<file path="src/rtl/qsys_m1_arbiter.sv">
// qsys_m1_arbiter: two-port round-robin arbiter sharing one Avalon-MM master.
// Grants whole bursts, tracks outstanding pipelined reads and routes
// readdatavalid back to the owning port. Ownership only changes once every
// read issued under the current grant has returned.
//
// state | meaning
// ------+-------------------------------------------------------------
// IDLE  | no owner; both ports stalled; pick the next owner
// GRANT | owner's commands pass straight through to the master
// DRAIN | grant released, waiting for outstanding reads to return
module qsys_m1_arbiter #(
  parameter int MAX_PENDING = 4,
  parameter int BURST_LIMIT = 8
) (
  input  logic        csi_MCLK_clk,
  input  logic        rsi_MRST_reset,

  input  logic [31:0] avs_S0_address,
  input  logic [31:0] avs_S0_writedata,
  input  logic [3:0]  avs_S0_byteenable,
  input  logic        avs_S0_write,
  input  logic        avs_S0_read,
  output logic [31:0] avs_S0_readdata,
  output logic        avs_S0_readdatavalid,
  output logic        avs_S0_waitrequest,

  input  logic [31:0] avs_S1_address,
  input  logic [31:0] avs_S1_writedata,
  input  logic [3:0]  avs_S1_byteenable,
  input  logic        avs_S1_write,
  input  logic        avs_S1_read,
  output logic [31:0] avs_S1_readdata,
  output logic        avs_S1_readdatavalid,
  output logic        avs_S1_waitrequest,

  output logic [31:0] avm_M1_address,
  output logic [31:0] avm_M1_writedata,
  output logic [3:0]  avm_M1_byteenable,
  output logic        avm_M1_write,
  output logic        avm_M1_read,
  output logic        avm_M1_begintransfer,
  input  logic [31:0] avm_M1_readdata,
  input  logic        avm_M1_readdatavalid,
  input  logic        avm_M1_waitrequest
);

  localparam int PW = $clog2(MAX_PENDING + 1);
  localparam int BW = $clog2(BURST_LIMIT + 1);

  typedef enum logic [1:0] {
    IDLE  = 2'd0,
    GRANT = 2'd1,
    DRAIN = 2'd2
  } state_t;

  state_t        state, state_nxt;
  logic          owner, owner_nxt;
  logic          last, last_nxt;
  logic          busy, busy_nxt;
  logic [PW-1:0] pend, pend_nxt;
  logic [BW-1:0] bcnt, bcnt_nxt;

  logic req0, req1;
  logic own_read, own_write, own_cmd, other_req;
  logic in_grant, active, stall, accept, acc_read, rdv_eff, limit_hit;
  logic win;

  assign req0      = avs_S0_read | avs_S0_write;
  assign req1      = avs_S1_read | avs_S1_write;
  assign own_read  = owner ? avs_S1_read  : avs_S0_read;
  assign own_write = owner ? avs_S1_write : avs_S0_write;
  assign own_cmd   = own_read | own_write;
  assign other_req = owner ? req0 : req1;

  assign in_grant  = (state == GRANT);
  assign active    = (state != IDLE);
  assign stall     = (pend == PW'(MAX_PENDING));
  assign accept    = in_grant & own_cmd & ~avm_M1_waitrequest & ~stall;
  assign acc_read  = accept & own_read;
  // A stray readdatavalid with nothing outstanding (e.g. after reset) is dropped.
  assign rdv_eff   = avm_M1_readdatavalid & (pend != '0);
  // The burst limit only ends a grant when the other port is actually waiting.
  assign limit_hit = accept & other_req & (bcnt >= BW'(BURST_LIMIT - 1));

  assign avs_S0_readdata = avm_M1_readdata;
  assign avs_S1_readdata = avm_M1_readdata;

  assign avs_S0_readdatavalid = rdv_eff & active & ~owner;
  assign avs_S1_readdatavalid = rdv_eff & active &  owner;

  assign avs_S0_waitrequest = (in_grant & ~owner) ? (avm_M1_waitrequest | stall) : 1'b1;
  assign avs_S1_waitrequest = (in_grant &  owner) ? (avm_M1_waitrequest | stall) : 1'b1;

  // Master side: unregistered 2:1 mux of the owner, quiet outside GRANT.
  always_comb begin
    avm_M1_address       = '0;
    avm_M1_writedata     = '0;
    avm_M1_byteenable    = '0;
    avm_M1_read          = 1'b0;
    avm_M1_write         = 1'b0;
    avm_M1_begintransfer = 1'b0;
    if (in_grant) begin
      avm_M1_address       = owner ? avs_S1_address    : avs_S0_address;
      avm_M1_writedata     = owner ? avs_S1_writedata  : avs_S0_writedata;
      avm_M1_byteenable    = owner ? avs_S1_byteenable : avs_S0_byteenable;
      avm_M1_read          = own_read  & ~stall;
      avm_M1_write         = own_write & ~stall;
      avm_M1_begintransfer = own_cmd & ~stall & ~busy;
    end
  end

  // Outstanding-read count: simultaneous issue and return cancel out.
  always_comb begin
    pend_nxt = pend;
    case ({acc_read, rdv_eff})
      2'b10:   pend_nxt = pend + PW'(1);
      2'b01:   pend_nxt = pend - PW'(1);
      default: pend_nxt = pend;
    endcase
  end

  // Next-state logic: arbitration, burst counting and grant release.
  always_comb begin
    state_nxt = state;
    owner_nxt = owner;
    last_nxt  = last;
    bcnt_nxt  = bcnt;
    busy_nxt  = in_grant & own_cmd & ~stall & avm_M1_waitrequest;
    win       = (req0 & req1) ? ~last : req1;
    case (state)
      IDLE: begin
        if (req0 | req1) begin
          owner_nxt = win;
          last_nxt  = win;
          bcnt_nxt  = '0;
          state_nxt = GRANT;
        end
      end
      GRANT: begin
        if (accept && (bcnt != BW'(BURST_LIMIT))) bcnt_nxt = bcnt + BW'(1);
        if (!own_cmd || limit_hit) state_nxt = (pend_nxt != '0) ? DRAIN : IDLE;
      end
      DRAIN: begin
        if (pend_nxt == '0) state_nxt = IDLE;
      end
      default: state_nxt = IDLE;
    endcase
  end

  // State registers with synchronous reset.
  always_ff @(posedge csi_MCLK_clk) begin
    if (rsi_MRST_reset) begin
      state <= IDLE;
      owner <= 1'b0;
      last  <= 1'b1;
      pend  <= '0;
      bcnt  <= '0;
      busy  <= 1'b0;
    end else begin
      state <= state_nxt;
      owner <= owner_nxt;
      last  <= last_nxt;
      pend  <= pend_nxt;
      bcnt  <= bcnt_nxt;
      busy  <= busy_nxt;
    end
  end

endmodule

</file>
<file path="config.mk">
export PLATFORM = sky130hd
export DESIGN_NAME = qsys_m1_arbiter
export DESIGN_NICKNAME = d
export VERILOG_FILES = /design/src/rtl/qsys_m1_arbiter.sv
export SDC_FILE = /design/constraint.sdc
export NUM_CORES = 1
export LEC_CHECK = 0
export BUFFER_PORTS_ARGS = -buffer_cell sky130_fd_sc_hd__buf_2
export CAP_MARGIN = 0
export CORE_AREA = 4 4 121 123
export DETAILED_ROUTE_END_ITERATION = 16
export DIE_AREA = 0 0 125 127
export GPL_ROUTABILITY_DRIVEN = 0
export PLACE_DENSITY = 0.58
export SYNTH_ARGS = -nofsm -noshare
export SYNTH_HDL_FRONTEND = slang
export SYNTH_SLANG_ARGS = --single-unit
</file>
<file path="constraint.sdc">
create_clock -name csi_MCLK_clk -period 5.1 [get_ports csi_MCLK_clk]
set_input_delay 0 -clock csi_MCLK_clk [delete_from_list [all_inputs] [get_ports csi_MCLK_clk]]
set_output_delay 0 -clock csi_MCLK_clk [all_outputs]
set_load 0.1 [all_outputs]
</file>
==> Word level (Yosys, flattened, before mapping) <==
Index checks and enable logic that the tools add are counted.
{ "totals": {"register_bits": 12, "in_bits": 176, "out_inout_bits": 139} }
{ "classes": {"n_addsub": 3, "magnitude_cmp": 1, "n_eq_ne": 10, "muxes": 24, "bitwise": 29, "n_reduce_logical": 12} }
{ "op_table": {"columns": ["cell", "n"], "rows": [
  ["32-bit 2-to-1 mux", 4],
  ["1-bit bitwise AND", 19],
  ["4-bit 2-to-1 mux", 4],
  ["1-bit 2-to-1 mux", 9],
  ["2-bit 2-to-1 mux", 4],
  ["4-bit one-hot mux with 2 select lines", 1],
  ["2-bit one-hot mux with 3 select lines", 1],
  ["3-bit one-hot mux with 2 select lines", 1],
  ["3-bit AND reduction", 2],
  ["3-bit nonzero test", 2],
  ["1-bit inverter", 5],
  ["1-bit OR", 5],
  ["4-bit by 1-bit adder with 4-bit output (second input constant)", 1],
  ["2-bit by 1-bit equality test with 1-bit output (second input constant)", 2],
  ["2-bit equality test (second input constant)", 2],
  ["4-bit by 3-bit >= comparator with 1-bit output (second input constant)", 1],
  ["2-bit by 1-bit != test with 1-bit output (second input constant)", 2],
  ["2-bit != test (second input constant)", 2],
  ["4-bit != test (second input constant)", 1],
  ["2-bit nonzero test", 2],
  ["3-bit by 1-bit adder with 3-bit output (second input constant)", 1],
  ["3-bit equality test (second input constant)", 1],
  ["3-bit zero test", 1],
  ["3-bit by 1-bit subtractor with 3-bit output (second input constant)", 1],
  ["5 further kinds", 5]
]} }

==> Logic depth before layout (Yosys ltp) <==
{ "logic_depth": {"word_depth": 12, "ltp_mapped": 10} }

==> Worst setup path before layout <==
No wires, ideal clock.
{ "synth_timing": {"path_kind": "register -> output", "from": "register owner", "to": "output avs_S0_readdatavalid", "arrival_time_ns": 3.166, "required_ns": 5.100, "setup_slack_ns": 1.934, "path_stages_with_launch": 5, "path_cell_list": "dfxtp_1 > buf_4 > clkbuf_1 > buf_1 > nor3b_1"} }
{ "synth_between": {"elab_chain_len": 2} }
{ "synth_lines": {"columns": ["item", "line", "text"], "rows": [
  ["start, declared", "57", "logic owner, owner_nxt;"],
  ["start signal, assigned", "161", "owner <= owner_nxt;"],
  ["1-bit inverter", "88", "assign avs_S0_readdatavalid = rdv_eff & active & ~owner;"],
  ["1-bit bitwise AND", "88", null],
  ["end, declared", "24", "output logic avs_S0_readdatavalid,"]
]} }
Every way passes these cells.

==> Final worst setup path <==
{ "layout_timing": {"from": "register pend[0]", "to": "register state[1]"} }
{ "layout_between": {"elab_chain_len": 10, "word_cells_on_any_way": 22, "classes_between": "add/sub: 2; eq/ne: 5; mux: 4; bitwise: 6; reduce/logical: 5"} }
{ "layout_lines": {"columns": ["item", "line", "text"], "rows": [
  ["start, declared", "60", "logic [PW-1:0] pend, pend_nxt;"],
  ["start signal, assigned", "163", "pend <= pend_nxt;"],
  ["3-bit equality test", "77", "assign stall = (pend == PW'(MAX_PENDING));"],
  ["1-bit inverter", "78", "assign accept = in_grant & own_cmd & ~avm_M1_waitrequest & ~stall;"],
  ["1-bit bitwise AND", "78", null],
  ["1-bit bitwise AND", "79", "assign acc_read = accept & own_read;"],
  ["2-bit by 1-bit equality test with 1-bit output / 2-bit equality test (equally long branches)", "115", "case ({acc_read, rdv_eff})"],
  ["3-bit one-hot mux with 2 select lines", "115", null],
  ["3-bit nonzero test", "141", "if (!own_cmd || limit_hit) state_nxt = (pend_nxt != '0) ? DRAIN : IDLE;"],
  ["2-bit 2-to-1 mux (2 in series)", "141", null],
  ["2-bit one-hot mux with 3 select lines", "130", "case (state)"],
  ["end signal, assigned", "160", "state <= state_nxt;"],
  ["end, declared", "56", "state_t state, state_nxt;"]
]} }
Parallel ways exist; a longest one is shown, timed or not. The select of a mux whose other input is x is not followed.
A chain may end at the register's enable or synchronous reset.

==> run summary <==
The highest cell delay on the worst timing path works out to 0.48 ns. Max-cap violations in this run came to 0. The most common cell after layout, fill and taps aside is sky130_fd_sc_hd__buf_2.

The tools report the number of DRC markers after the initial detailed-route iteration as 133. The run gives 315 as the total I/O pin count. The tools report the remaining global-route overflow as 0. Traced cell by cell, the critical path runs through nor3b_1 -> or2_1 -> or3_1 -> ha_1 -> fa_1 -> xnor2_1 -> xnor2_1 -> or4b_1 -> and3_1. Detailed-route DRC error count: 0. The critical path's most frequent cell is sky130_fd_sc_hd__xnor2_1. For this design, the CTS-stage hold fixing added 0 buffers. Setup violations remaining at the end of the flow were counted as 0. TritonCTS built the clock tree. Of all nets on the critical path, the largest fanout is 5. In the synthesized netlist the dominant register cell turns out to be sky130_fd_sc_hd__dfxtp_1. After floorplanning, the core was sized to cover 13670 um2.

For the worst-case vdd ir drop, the log shows 0.2120 mV. For the final database, setup skew stands at 0.004874 ns. The tools report the worst-case headroom to the max-slew limit as 23.26%.

After synthesis, the mean cell area works out to 7.351 um2. Registers take 244.0 um2. Setup repair after global routing left no endpoint under its margin. Once detailed placement completed, the half-perimeter wirelength came to 9893 um. The total number of yosys warnings was 0. Sorting the synthesized cells by area gives the leading types as sky130_fd_sc_hd__mux2i_1, sky130_fd_sc_hd__buf_4, sky130_fd_sc_hd__nor2_1. In this run the power density over the cells is 500.2 nW/um2. The critical path is of the reg -> reg type. The tools report the cell at the root of the clock tree as sky130_fd_sc_hd__clkbuf_16. The run gives 16.35% as the initial cell density of the core. The remaining antenna violation count was 0; the period utilization was 57.73%. Ratio of cells with drive above 1 in the final layout: 50.90%.

Class of the most critical hold timing path: in -> out. The run gives 0 as the number of gates given a new drive strength after cts. The H-tree depth was 1; the maximum clock frequency was 339.7 MHz. The run gives 0 as the number of hold violations in the final report.

The number of setup buffers added after CTS is 0. Counting flops with an async set or reset pin after synthesis yields a share of 0%. The smallest clock period supported by the final layout is computed as 2.944 ns. Input and output buffers added on the ports amount to 218. For the pin with the worst max-slew slack, the measured transition is 1.151 ns. The number of buffers between clock root and the deepest sink was 2.

The logs give 484 for the post-synth net total and 2363 for the number of global-route vias before repair. The worst register-to-register path begins at pend[0]. The area growth from synthesis to layout is 38.91%.

STA classifies the critical path endpoint as a register. Entering global routing, the biggest net connects 74 pins. Worst flop-to-flop path endpoint: state[1]. Using the TritonRoute via totals, the vias-per-cell ratio works out to 4.010. Summed over all cells, the static leakage comes to 1.556 nW. The run gives 43 as the number of rows created at floorplan.

In the layout the commonest cells are sky130_fd_sc_hd__buf_2, sky130_fd_sc_hd__nor2_1, sky130_fd_sc_hd__mux2i_1, sky130_fd_sc_hd__dfxtp_1, sky130_fd_sc_hd__a21oi_1. Yosys mapped a number of flops with a built-in enable equal to 0. Full die area: 15880 um2. Number of library cell types mapped by synthesis: 39. The synthesized design spends more area on one cell type than any other, namely sky130_fd_sc_hd__mux2i_1. The total count of max-transition violations in the final report was 0; the fill cell instance count of the final layout was 1597. The first-pass GRT wire length was 15390 um; the die extent in x was 125 um. The number of iterations in the first detailed-routing pass is 4, and the flip-flop and latch count after synthesis is 12. The clock slew seen by the registers of the worst setup and hold paths is 0.05 ns.

The tools report the count of inserted antenna diode cells as 0. The critical path starts at pend[0]. At the later pin of the worst-skew pair, clock insertion delay measures 0.24 ns. The final layout contains 627 nets.

The area taken by multi-input logic gates was 1429 um2. The final layout contains routed wiring with a total length of 11280 um. Clock tree synthesis inserted a total of 3 buffers.

Synthesis produced a netlist whose cell count is 304. The depth of the worst register-to-register path is 9. The tools report the required time of the worst setup path as 5.24 ns. The synthesized netlist occupies a cell area of 2235 um2. For this run, the total global-route usage over all layers was measured as 12.73%. For flop-to-flop paths, the worst setup slack is 2.16 ns. After detailed placement, the total cell area comes to 3015 um2. After detailed routing, the average wire length per cell comes to 18.02 um. Initial antenna violation count: 3.

Summing the sequential cell areas from Yosys gives 10.75% of the chip area. Post-route setup TNS: 0 ns. The tools report the worst setup path endpoint as state[1]. STA classifies the critical path startpoint as a register. The logs give 2510 for the overall via count from detail_route and 3104 um2 for the final standard cell area without fillers. STA puts the critical path data arrival time at 3.08 ns. The run finished with clean final reports. The number of sinks driven by the clock tree was 12; the height of the die was 127 um. The fraction of synthesized cell area taken by the top area cell type is 31.80%. Cell with the largest stage delay on the worst path: sky130_fd_sc_hd__or4b_1.
[worst max-delay path, delay by kind of cell, from the launching register on]
| kind | cells | cell delay, ns |
|---|---|---|
| and+or+nand+nor | 5 | 1.47 |
| adders and majority gates | 2 | 0.61 |
| DFF | 1 | 0.41 |
| xor gates and xnor gates | 2 | 0.35 |
[layer usage]
| layer | global-route usage [%] | up-vias | part of all wire, % |
|---|---|---|---|
| li1 | - | 1257 | - |
| met1 | 14.76 | 1080 | 37 |
| met2 | 23.57 | 162 | 52 |
| met3 | 3.804 | 11 | 8.4 |
| met4 | 2.041 | 0 | 1.7 |
| met5 | 0 | - | 0 |
[cell usage after synthesis, types with 2 or more instances]
cell	count
sky130_fd_sc_hd__a21oi_1	8
sky130_fd_sc_hd__nand2_1	2
sky130_fd_sc_hd__dfxtp_1	12
sky130_fd_sc_hd__inv_1	3
sky130_fd_sc_hd__or3_1	3
sky130_fd_sc_hd__xnor2_1	2
sky130_fd_sc_hd__buf_1	2
sky130_fd_sc_hd__o21ai_0	2
sky130_fd_sc_hd__ha_1	3
sky130_fd_sc_hd__mux2i_1	71
sky130_fd_sc_hd__nor2_1	78
sky130_fd_sc_hd__nand3_1	3
sky130_fd_sc_hd__o21ai_1	3
sky130_fd_sc_hd__a211o_1	2
sky130_fd_sc_hd__nor3b_1	3
sky130_fd_sc_hd__clkbuf_1	11
sky130_fd_sc_hd__buf_4	65
sky130_fd_sc_hd__nor3_1	3
sky130_fd_sc_hd__buf_2	4
sky130_fd_sc_hd__nand2b_1	3
sky130_fd_sc_hd__or4_1	3
[layout make-up]
type	instances	area share [%]
flip-flops and latches	12	7.860
multi-input cells	207	46.03
well taps	180	7.255
repair buffers	220	35.63
inverters	3	0.3628
clock buffers	4	2.862
[cell families after synthesis]
family,synth area share [%]
xor+xnor,1.176
flops,10.75
mux,31.80
buf+inv,25.42
simple gates,21.05
fa+ha+maj,2.576
compound gates,7.223
[flip-flops by register name (all words and copies together), names as in the netlist]
signal / flops
bcnt: 4
pend: 3
state: 2
busy: 1
last: 1
owner: 1
[power by group]
part	internal (W)	switching, W	total, W
sequential	0.000109	0.0000198	0.000129
combinational	0.000244	0.00102	0.00126
clock	0.000119	0.0000432	0.000162
total	0.000471	0.00108	0.00155
[through the flow]
step	utilization [%]	hold slack, ns	instances	setup slack [ns]	total power, W
finish	22.72	0.00004846	626	2.156	0.001553
global route	22.72	0.0001657	626	2.031	0.001621
CTS	22.72	0.001051	626	2.155	0.001564
detailed placement	22.07	0.001051	622	2.169	0.001396
global placement	22.07	0.001051	622	2.170	0.001395
floorplan	-	0.1666	304	1.934	0.001425
[worst min path at each step]
stage / start / to / slack [ns] / depth (start not counted)
final: avm_M1_readdata[10] / avs_S0_readdata[10] / 0.00005 / 0
after CTS: avm_M1_readdata[19] / avs_S0_readdata[19] / 0.001 / 0
after floorplan: avm_M1_waitrequest / busy / 0.17 / 1
after global placement: avm_M1_readdata[19] / avs_S0_readdata[19] / 0.001 / 0
after detailed placement: avm_M1_readdata[19] / avs_S0_readdata[19] / 0.001 / 0
after global routing: avm_M1_readdata[10] / avs_S0_readdata[10] / 0.0002 / 0
No activity file was read; power rests on OpenSTA's default activity.
